### config.mk
export PLATFORM = sky130hd
export DESIGN_NAME = id_stage_gen
export DESIGN_NICKNAME = d
export VERILOG_FILES = /design/src/rtl/id_pkg.sv /design/src/rtl/id_regfile.sv /design/src/rtl/id_stage_gen.sv
export SDC_FILE = /design/constraint.sdc
export NUM_CORES = 2
export LEC_CHECK = 0
export CAP_MARGIN = 10
export CORE_AREA = 2 2 342 344
export CTS_CLUSTER_DIAMETER = 80
export DETAILED_ROUTE_END_ITERATION = 16
export DIE_AREA = 0 0 344 346
export PLACE_DENSITY = 0.77
export SLEW_MARGIN = 20
export SYNTH_ARGS = -nofsm -noshare
export SYNTH_HDL_FRONTEND = slang
export SYNTH_SLANG_ARGS = --single-unit
### constraint.sdc
create_clock -name clk -period 35.2 [get_ports clk]
set_input_delay 5.28 -clock clk [delete_from_list [all_inputs] [get_ports clk]]
set_output_delay 5.28 -clock clk [all_outputs]
set_load 0.03 [all_outputs]
### src/rtl/id_pkg.sv
// id_pkg -- shared definitions for the ID stage.
// Holds the opcode/funct encodings, ALU control codes, the operand forwarding
// select enum, the decoded-control struct and the main decoder function.
package id_pkg;

  localparam logic [5:0] OP_RTYPE = 6'b000000;
  localparam logic [5:0] OP_LW    = 6'b100011;
  localparam logic [5:0] OP_SW    = 6'b101011;
  localparam logic [5:0] OP_ADDI  = 6'b001000;
  localparam logic [5:0] OP_BEQ   = 6'b000100;
  localparam logic [5:0] OP_BNE   = 6'b000101;
  localparam logic [5:0] OP_J     = 6'b000010;

  localparam logic [5:0] FN_JR  = 6'b001000;
  localparam logic [5:0] FN_ADD = 6'b100000;
  localparam logic [5:0] FN_SUB = 6'b100010;
  localparam logic [5:0] FN_AND = 6'b100100;
  localparam logic [5:0] FN_OR  = 6'b100101;
  localparam logic [5:0] FN_SLT = 6'b101010;

  localparam logic [2:0] ALU_AND = 3'b000;
  localparam logic [2:0] ALU_OR  = 3'b001;
  localparam logic [2:0] ALU_ADD = 3'b010;
  localparam logic [2:0] ALU_SUB = 3'b110;
  localparam logic [2:0] ALU_SLT = 3'b111;

  // 11 selects the register file, same as 00.
  typedef enum logic [1:0] {
    FWD_RF     = 2'b00,
    FWD_ALUM   = 2'b01,
    FWD_RESW   = 2'b10,
    FWD_RF_ALT = 2'b11
  } fwd_sel_t;

  typedef struct packed {
    logic       reg_write;
    logic       memto_reg;
    logic       mem_write;
    logic       alu_src;
    logic       reg_dst;
    logic [2:0] alu_control;
    logic       branch;
    logic       branch_ne;
    logic       jump;
    logic       jump_reg;
  } ctrl_t;

  function automatic logic [2:0] alu_from_funct(input logic [5:0] funct);
    case (funct)
      FN_ADD:  return ALU_ADD;
      FN_SUB:  return ALU_SUB;
      FN_AND:  return ALU_AND;
      FN_OR:   return ALU_OR;
      FN_SLT:  return ALU_SLT;
      default: return ALU_ADD;
    endcase
  endfunction

  // Unknown opcodes fall out as all-zero control.
  function automatic ctrl_t decode(input logic [5:0] op, input logic [5:0] funct);
    ctrl_t c;
    c = '0;
    case (op)
      OP_RTYPE: begin
        if (funct == FN_JR) begin
          c.jump     = 1'b1;
          c.jump_reg = 1'b1;
        end else begin
          c.reg_write   = 1'b1;
          c.reg_dst     = 1'b1;
          c.alu_control = alu_from_funct(funct);
        end
      end
      OP_LW: begin
        c.reg_write   = 1'b1;
        c.memto_reg   = 1'b1;
        c.alu_src     = 1'b1;
        c.alu_control = ALU_ADD;
      end
      OP_SW: begin
        c.mem_write   = 1'b1;
        c.alu_src     = 1'b1;
        c.alu_control = ALU_ADD;
      end
      OP_ADDI: begin
        c.reg_write   = 1'b1;
        c.alu_src     = 1'b1;
        c.alu_control = ALU_ADD;
      end
      OP_BEQ: begin
        c.branch      = 1'b1;
        c.alu_control = ALU_SUB;
      end
      OP_BNE: begin
        c.branch      = 1'b1;
        c.branch_ne   = 1'b1;
        c.alu_control = ALU_SUB;
      end
      OP_J:    c.jump = 1'b1;
      default: c = '0;
    endcase
    return c;
  endfunction

endpackage

### src/rtl/id_regfile.sv
// id_regfile -- NREG x XLEN register file, two combinational read ports.
// Ports: clk, reset (async, active-high, clears every entry);
//   we/waddr/wdata write port (writes to index 0 are dropped);
//   raddr_a/raddr_b -> rdata_a/rdata_b. A read of the index being written in
//   the same cycle returns wdata (write-first bypass); index 0 reads 0.
module id_regfile #(
  parameter int XLEN = 32,
  parameter int NREG = 32,
  parameter int RA   = $clog2(NREG)
) (
  input  logic            clk,
  input  logic            reset,
  input  logic            we,
  input  logic [RA-1:0]   waddr,
  input  logic [XLEN-1:0] wdata,
  input  logic [RA-1:0]   raddr_a,
  input  logic [RA-1:0]   raddr_b,
  output logic [XLEN-1:0] rdata_a,
  output logic [XLEN-1:0] rdata_b
);

  logic [XLEN-1:0] regs [NREG];

  always_ff @(posedge clk or posedge reset) begin
    if (reset) begin
      for (int i = 0; i < NREG; i++) regs[i] <= '0;
    end else if (we && waddr != '0) begin
      regs[waddr] <= wdata;
    end
  end

  always_comb begin
    rdata_a = regs[raddr_a];
    if (raddr_a == '0)                rdata_a = '0;
    else if (we && waddr == raddr_a)  rdata_a = wdata;
  end

  always_comb begin
    rdata_b = regs[raddr_b];
    if (raddr_b == '0)                rdata_b = '0;
    else if (we && waddr == raddr_b)  rdata_b = wdata;
  end

endmodule

### src/rtl/id_stage_gen.sv
// id_stage_gen -- pipeline decode stage: IF/ID register, register file,
// operand forwarding, main decoder and early branch/jump resolution.
// Ports: clk, reset (async active-high); fetch InstrF/PCPlus4F; hazard
//   StallD/ForwardAD/ForwardBD; writeback RegWriteW/WriteRegW/ResultW and
//   ALUOutM; decoded fields, operands, immediates, branch/jump targets,
//   PCSrcD/FlushF, control bits and three perf counters.
// Build option: define ID_PERF_CNT_EN to add saturating 32-bit counters for
//   taken branches, jumps and stalled valid instructions; otherwise the
//   counter outputs are constant 0.
module id_stage_gen
  import id_pkg::*;
#(
  parameter int XLEN = 32,
  parameter int NREG = 32,
  parameter int RA   = $clog2(NREG)
) (
  input  logic            clk,
  input  logic            reset,
  input  logic [31:0]     InstrF,
  input  logic [XLEN-1:0] PCPlus4F,
  input  logic            StallD,
  input  logic [1:0]      ForwardAD,
  input  logic [1:0]      ForwardBD,
  input  logic            RegWriteW,
  input  logic [RA-1:0]   WriteRegW,
  input  logic [XLEN-1:0] ResultW,
  input  logic [XLEN-1:0] ALUOutM,
  output logic [31:0]     InstrD,
  output logic            ValidD,
  output logic [XLEN-1:0] PCPlus4D,
  output logic [RA-1:0]   RsD,
  output logic [RA-1:0]   RtD,
  output logic [RA-1:0]   RdD,
  output logic [XLEN-1:0] srcaD,
  output logic [XLEN-1:0] srcbD,
  output logic [XLEN-1:0] SignImmD,
  output logic [XLEN-1:0] PCBranchD,
  output logic [XLEN-1:0] jumpdst,
  output logic [1:0]      PCSrcD,
  output logic            FlushF,
  output logic            BranchD,
  output logic            JumpD,
  output logic            RegWriteD,
  output logic            MemtoRegD,
  output logic            MemWriteD,
  output logic            ALUSrcD,
  output logic            RegDstD,
  output logic [2:0]      ALUControlD,
  output logic [31:0]     CntBrTaken,
  output logic [31:0]     CntJump,
  output logic [31:0]     CntStall
);

  logic [XLEN-1:0] rf_a, rf_b;
  ctrl_t           ctrl;
  logic            br_taken;

  // Stall wins over flush; a flush leaves a bubble.
  always_ff @(posedge clk or posedge reset) begin
    if (reset) begin
      InstrD   <= '0;
      PCPlus4D <= '0;
      ValidD   <= 1'b0;
    end else if (!StallD) begin
      PCPlus4D <= PCPlus4F;
      if (FlushF) begin
        InstrD <= '0;
        ValidD <= 1'b0;
      end else begin
        InstrD <= InstrF;
        ValidD <= 1'b1;
      end
    end
  end

  assign RsD = RA'(InstrD[25:21]);
  assign RtD = RA'(InstrD[20:16]);
  assign RdD = RA'(InstrD[15:11]);

  id_regfile #(.XLEN(XLEN), .NREG(NREG), .RA(RA)) u_regfile (
    .clk     (clk),
    .reset   (reset),
    .we      (RegWriteW),
    .waddr   (WriteRegW),
    .wdata   (ResultW),
    .raddr_a (RsD),
    .raddr_b (RtD),
    .rdata_a (rf_a),
    .rdata_b (rf_b)
  );

  always_comb begin
    case (fwd_sel_t'(ForwardAD))
      FWD_ALUM: srcaD = ALUOutM;
      FWD_RESW: srcaD = ResultW;
      default:  srcaD = rf_a;
    endcase
    case (fwd_sel_t'(ForwardBD))
      FWD_ALUM: srcbD = ALUOutM;
      FWD_RESW: srcbD = ResultW;
      default:  srcbD = rf_b;
    endcase
  end

  assign SignImmD  = {{(XLEN-16){InstrD[15]}}, InstrD[15:0]};
  assign PCBranchD = PCPlus4D + (SignImmD << 2);
  assign jumpdst   = ctrl.jump_reg ? srcaD : {PCPlus4D[XLEN-1:28], InstrD[25:0], 2'b00};

  // A bubble decodes to no control at all.
  always_comb begin
    ctrl = '0;
    if (ValidD) ctrl = decode(InstrD[31:26], InstrD[5:0]);
  end

  assign RegWriteD   = ctrl.reg_write;
  assign MemtoRegD   = ctrl.memto_reg;
  assign MemWriteD   = ctrl.mem_write;
  assign ALUSrcD     = ctrl.alu_src;
  assign RegDstD     = ctrl.reg_dst;
  assign ALUControlD = ctrl.alu_control;
  assign BranchD     = ctrl.branch;
  assign JumpD       = ctrl.jump;

  assign br_taken = ctrl.branch && ((srcaD == srcbD) != ctrl.branch_ne);

  // Redirects are suppressed while stalled so the held instruction resolves
  // exactly once, on the cycle it is released.
  always_comb begin
    PCSrcD = 2'b00;
    if (!StallD) begin
      if (br_taken)       PCSrcD = 2'b01;
      else if (ctrl.jump) PCSrcD = 2'b10;
    end
  end

  assign FlushF = |PCSrcD;

`ifdef ID_PERF_CNT_EN
  logic [31:0] cnt_br, cnt_jmp, cnt_stall;

  always_ff @(posedge clk or posedge reset) begin
    if (reset) begin
      cnt_br    <= '0;
      cnt_jmp   <= '0;
      cnt_stall <= '0;
    end else begin
      if (PCSrcD == 2'b01 && cnt_br != '1)       cnt_br    <= cnt_br + 32'd1;
      if (PCSrcD == 2'b10 && cnt_jmp != '1)      cnt_jmp   <= cnt_jmp + 32'd1;
      if (StallD && ValidD && cnt_stall != '1)   cnt_stall <= cnt_stall + 32'd1;
    end
  end

  assign CntBrTaken = cnt_br;
  assign CntJump    = cnt_jmp;
  assign CntStall   = cnt_stall;
`else
  assign CntBrTaken = '0;
  assign CntJump    = '0;
  assign CntStall   = '0;
`endif

endmodule

After elaboration in Yosys (flattened, before gate mapping)

Cells that the tools add are included.
Widths: inputs -> output; s select.

Register bits: 1,089
Bits in latches: 0
Bits in writable memories: 0
Bits in read-only memories: 0
Output and inout bits: 349
Word-level logic and storage cells: 111
Memories: 0

$add $sub $neg: 1
Multiply operators: 0
Div/mod/pow operators: 0
Magnitude comparators: 4
Equality and inequality tests: 19
Shift operators: 0
Mux-type cells: 36
Bitwise gates (word level): 3
Reduce and logical (&&, ||, !) cells: 13

Operators by type and width:

| cell               | count |
|---|---|
| $bwmux 1024        | 1 |
| $mux 32            | 11 |
| $bmux 32 s5        | 2 |
| $demux 32 s5       | 1 |
| $pmux 32 s2        | 2 |
| $eq 6x6->1 const B | 6 |
| $add 32x32->32     | 1 |
| $eq 32x32->1       | 1 |
| $ge 6x6->1 const B | 3 |
| $not 5->6          | 3 |
| $eq 6x3->1 const B | 2 |
| $eq 6x4->1 const B | 2 |
| $mux 12            | 1 |
| $pmux 3 s4         | 1 |
| $eq 5x5->1         | 2 |
| $logic_not 5->1    | 2 |
| $mux 1             | 9 |
| $pmux 3 s3         | 1 |
| $mux 2             | 4 |
| $eq 6x2->1 const B | 1 |
| $logic_not 6->1    | 1 |
| $lt 6x1->1 const B | 1 |
| $reduce_or 2->1    | 3 |
| $logic_and 1x1->1  | 5 |
| other kinds (7)    | 10 |

Longest topological paths before layout

Word-level depth: 14
Depth in mapped cells: 18
Mapped depth without buffers: 14

Hierarchy

A second synthesis with hierarchy kept.

Cell total of the unflattened synthesis: 4,755
Area, all modules: 63,109.3 um^2

Modules (own cells, without submodules):

| module       | instances | cells an instance | area an instance (um^2) | seq. area each (um^2) |
|---|---|---|---|---|
| id_regfile   | 1         | 3,859             | 55,253.0                | 25,624.6 |
| id_stage_gen | 1         | 896               | 7,856.3                 | 1,626.6 |

Worst setup path before layout

No wires, ideal clock.

Path kind: input to output
Start point: input ForwardBD[0]
End point: output PCSrcD[0]
Arrival time: 9,355 ps
Required time: 29,920 ps
Slack: 20,565 ps
Stages on the path: 13
Buffers on the path: 2
Cells stage by stage: inv_1 ha_1 clkbuf_1 and3b_1 o21ai_2 o311ai_0 xnor2_1 nor4_1 nand3_1 or4_1 a21boi_2 buf_6 and2b_1

Word-level cells in the longest chain between the ends: 7
Elaborated cells between the ends (all ways): 8
Those cells by class: eq/ne (4); mux (3); reduce/logical (1)

Ends and longest elaborated chain:

| element                                  | RTL line            | text |
|---|---|---|
| from (decl)                              | id_stage_gen.sv:23  | `input logic [1:0] ForwardBD,` |
| $eq 2x2->1 or $eq 2x1->1 (tied branches) | id_stage_gen.sv:98  | `case (fwd_sel_t'(ForwardBD))` |
| $pmux 32 s2 *                            | id_stage_gen.sv:98  |  |
| via srcbD[9]                             | id_stage_gen.sv:35  | `output logic [XLEN-1:0] srcbD,` |
| $eq 32x32->1 *                           | id_stage_gen.sv:124 | `assign br_taken = ctrl.branch && ((srcaD == srcbD) != ctrl.branch_ne);` |
| $ne 1x1->1 *                             | id_stage_gen.sv:124 |  |
| $logic_and 1x1->1 *                      | id_stage_gen.sv:124 |  |
| $mux 2 *                                 | id_stage_gen.sv:131 | `if (br_taken) PCSrcD = 2'b01;` |
| $mux 2 *                                 | id_stage_gen.sv:130 | `if (!StallD) begin` |
| to (decl)                                | id_stage_gen.sv:39  | `output logic [1:0] PCSrcD,` |

Mark *: on every way through the listed nets, which the timed path passes. The rest lies on a longest branch.

Worst setup path after layout

Start point: input WriteRegW[0]
End point: output FlushF

Word-level cells in the longest chain between the ends: 11
Elaborated cells between the ends (all ways): 16
Those cells by class: eq/ne (4); mux (8); reduce/logical (4)

Ends and longest elaborated chain:

| element                                     | RTL line                               | text |
|---|---|---|
| from (decl)                                 | id_stage_gen.sv:25                     | `input logic [RA-1:0] WriteRegW,` |
| $eq 5x5->1, on equally long branches        | id_regfile.sv:35, id_regfile.sv:41     |  |
| $logic_and 1x1->1, on equally long branches | id_regfile.sv:35, id_regfile.sv:41     |  |
| $mux 32, on equally long branches           | id_regfile.sv:35, id_regfile.sv:41     |  |
| $mux 32, on equally long branches           | id_regfile.sv:34, id_regfile.sv:40     |  |
| $pmux 32 s2, on equally long branches       | id_stage_gen.sv:93, id_stage_gen.sv:98 |  |
| $eq 32x32->1 *                              | id_stage_gen.sv:124                    |  |
| $ne 1x1->1 *                                | id_stage_gen.sv:124                    |  |
| $logic_and 1x1->1 *                         | id_stage_gen.sv:124                    |  |
| $mux 2 *                                    | id_stage_gen.sv:131                    |  |
| $mux 2 *                                    | id_stage_gen.sv:130                    |  |
| $reduce_or 2->1 *                           | id_stage_gen.sv:136                    | `assign FlushF = \|PCSrcD;` |
| to (decl)                                   | id_stage_gen.sv:40                     | `output logic FlushF,` |

Every way passes the cells marked *; elsewhere a longest branch is shown, timed or not.

==> summary.md <==
| Metric | Value |
|---|---|
| Mean Syn Cell Area | roughly 14 sq um |
| Top cells by area, synth | dfrtp_1, mux2_2, mux4_2, mux2i_1, buf_4 |
| Reg2reg path depth | 15 |
| Final Hold Fails | 0 |
| Initial antenna violation count | 21 |
| Synth top cells by count | dfrtp_1, mux2_2, mux4_2 |
| Reg power frac | 0.398 |
| Initial DRC Count | about 5.6k |
| Switching part of the total power | 0.316 |
| Met1 usage | 0.444 |
| Leak | 0.0300 uW |
| Vias in the first global route | 43.5k |
| Post-CTS Setup Repair Bufs | 0 |
| Max Cap Violations | 0 |
| Synth Register Bits | approximately 1.1k |
| Critical Path, Cell by Cell | clkdlybuf4s50_1, xnor2_1, nand4_1, o32ai_4, buf_4, a22oi_1, o31ai_1, xnor2_1, a2111oi_0, nand3_1, or4_1, a21boi_4, buf_4, o21ba_2, clkdlybuf4s50_1 |
| Critical path's slowest cell | o32ai_4 |
| Placed cell areas | ~66000 sq um |
| Avg Vias per Cell | around 7.0 |
| First drt pass iteration count | 8 |
| I/O pins | 490 |
| FP Rows | 125 |
| Peak fanout along the critical path | 35 |
| Skew-Pair Late Insertion Delay | approximately 700 ps |
| R2R Path End | InstrD[22] |
| Reg clk slew, reported paths | 60 ps |
| Req. time, crit path | roughly 30000 ps |
| P_int | a little under 3000 uW |
| Number of synthesized flops with an enable pin | 0 |
| GR Layer Usage met2 | 0.529 |
| Fillers | ~8.5k |
| Post-Syn Area | 61700 sq um |
| Crit path arrival time | 11320 ps |
| Sequential share of the synthesized area | 0.442 |
| FF-to-FF Start | InstrD[16] |
| Worst VDD drop | 46.1 uV |
| GP Congestion | approximately 0.99 |
| CP Capture Type | primary output |
| Final wirelength | roughly 220 mm |
| Global-route wire length before repair | about 310 mm |
| CTS tree | built |
| Crit path time final | 16600 ps |
| Syn. warnings | 0 |
| Core ar. | 115000 sq um |
| DRC viols | 0 |
| Pins over their slew limit | 0 |
| Most numerous cell in the Yosys netlist | dfrtp_1 |
| Post-route cell area | around 70000 sq um |
| Clock skew | between 30 and 40 ps |
| Crit Path Class | in2out |
| Area leader, netlist | dfrtp_1 |
| Worst Hold Class | reg2reg |
| Mapped Cells | around 4.5k |
| Slew Limit Headroom | 0.181 |
| Clock Sinks | between 1k and 1.5k |
| Largest net degree at the start of global routing | between 150 and 200 |
| Storage cell area | roughly 27000 sq um |
| Tot GR Track Use | 0.362 |
| Post-CTS Resized | 0 |
| GRT overflow | 0 |
| Worst-Margin Slew | roughly 1200 ps |
| FMAX | 60.2 MHz |
| Starting Density | 0.535 |
| Startpoint types | input port |
| Post-CTS Hold Buffers | 0 |
| Top_reg_cell synth | dfrtp_1 |
| GR met3 Demand/Resource | 0.125 |
| Pwr Density | between 60 and 70 nW/um^2 |
| GRT busiest layer | met2 |
| Clk buf depth | 3 |
| Final setup TNS | 0 ps |
| Width of the die | 344 um |
| Clock power frac | 0.317 |
| Wirelength per Cell | between 30 and 40 um |
| DP HPWL | about 140 mm |
| CTS H-Tree Depth | 3 |
| Status | finished clean |
| Ys async rst share | 1.00 |
| Psw | 1330 uW |
| Cell variety after synth | 80 |
| Routed vias | 43.9k |
| Worst reg2reg setup slack | between 20000 and 30000 ps |
| Layout cells sized above 1 | 0.407 |
| Top-area cell type share of the netlist area | 0.442 |
| TritonCTS buffer count | about 120 |
| Setup crit end | FlushF |
| Die area | around 120000 sq um |
| Die height | approximately 350 um |
| Critical Path Start | WriteRegW[0] |
| Critical path's largest stage delay | around 850 ps |
| CTS root buf | clkbuf_16 |
| Tcrit/Tclk final | 0.472 |
| Port Buffers | approximately 390 |
| Area growth, synth to finish | 13.9% |
| Setup violators final | 0 |
| Logic gate share of total power | 0.285 |
| RSZ-0062 raised after global routing | false |
| Area of the multi-input gates | 31600 sq um |
| Routed Antenna Nets | 0 |
| Nets@finish | 4795 |
[how the worst min path moves through the flow]
stage / cells past startpoint / from / slack (ps) / endpoint
final: 0 / u_regfile.regs[993] / 400 / u_regfile.regs[993]
after CTS: 0 / u_regfile.regs[1002] / 400 / u_regfile.regs[1002]
after floorplan: 1 / u_regfile.regs[1001] / 440 / u_regfile.regs[1001]
after global routing: 0 / u_regfile.regs[1014] / 410 / u_regfile.regs[1014]
after global placement: 0 / u_regfile.regs[1014] / 380 / u_regfile.regs[1014]
after detailed placement: 0 / u_regfile.regs[1002] / 380 / u_regfile.regs[1002]
[layout make-up]
| class | count | share of cell area |
|---|---|---|
| diodes | 8 | 0.000285 |
| clock buffers | 164 | 0.0490 |
| clock inverters | 46 | 0.0101 |
| inverters | 70 | 0.00379 |
| multi-input cells | 2821 | 0.450 |
| flip-flops and latches | 1089 | 0.388 |
| well taps | 1524 | 0.0271 |
| repair buffers | 523 | 0.0715 |
[cells in the final DEF (no fill, tap or decap), drive strengths merged, types with 67 or more instances in the layout]
master and instances:
a22oi 67, buf 136, clkbuf 164, clkdlybuf4s50 387, conb 96, dfrtp 1089
inv 70, mux2 1067, mux2i 193, mux4 453, nand2 166, nor2 76
[state kept, by name, indices dropped and copies added (netlist names)]
register,count
PCPlus4D,32
ValidD,1
InstrD,32
u_regfile.regs,1024
[power by group through the flow]
stage / registers (uW) / clock network, uW / logic, uW
after floorplan: 1640 / 0 / 851
after global placement: 1670 / 0 / 1160
after detailed placement: 1690 / 0 / 1180
after CTS: 1670 / 1340 / 1190
after global routing: 1700 / 1390 / 1260
final: 1680 / 1340 / 1200
[routing by layer]
metal	part of all wire	wire (um)
met1	0.34	74700
met4	0.091	19800
met3	0.13	28000
met5	0.00070	153
met2	0.44	95300
[worst max-delay path: cells and delay by family]
family / cells / cell delay [ps]
buffers and inverters: 4 / 2310
AOI/OAI and AO/OA: 6 / 2080
and+or+nand+nor: 3 / 1090
xor gates and xnor gates: 2 / 500
[kinds of logic (layout without fill, tap and decap cells)]
logic type / Yosys count / count (layout) / share of synthesized area
multiplexers: 1713 / 1713 / 0.391
flip-flops: 1089 / 1089 / 0.442
buffers and inverters: 675 / 803 / 0.0563
AO/OA/AOI/OAI: 522 / 522 / 0.0644
AND/OR/NAND/NOR: 394 / 394 / 0.0305
XOR/XNOR: 62 / 62 / 0.00880
adder cells (fa/ha/maj): 34 / 34 / 0.00702
other: 1 / 104 / 0.0000608
[stage by stage]
| step | power [uW] | cells | hold WS [ps] | setup slack (ps) | util |
|---|---|---|---|---|---|
| after floorplan | 2490 | 4585 | 441 | 14900 | - |
| after global placement | 2830 | 6025 | 376 | 18850 | 0.572 |
| after detailed placement | 2870 | 6025 | 383 | 18770 | 0.572 |
| after CTS | 4200 | 6235 | 399 | 18750 | 0.608 |
| after global routing | 4350 | 6242 | 409 | 18460 | 0.609 |
| final | 4220 | 6245 | 396 | 18600 | 0.609 |
Power figures use the tool's default switching activity.
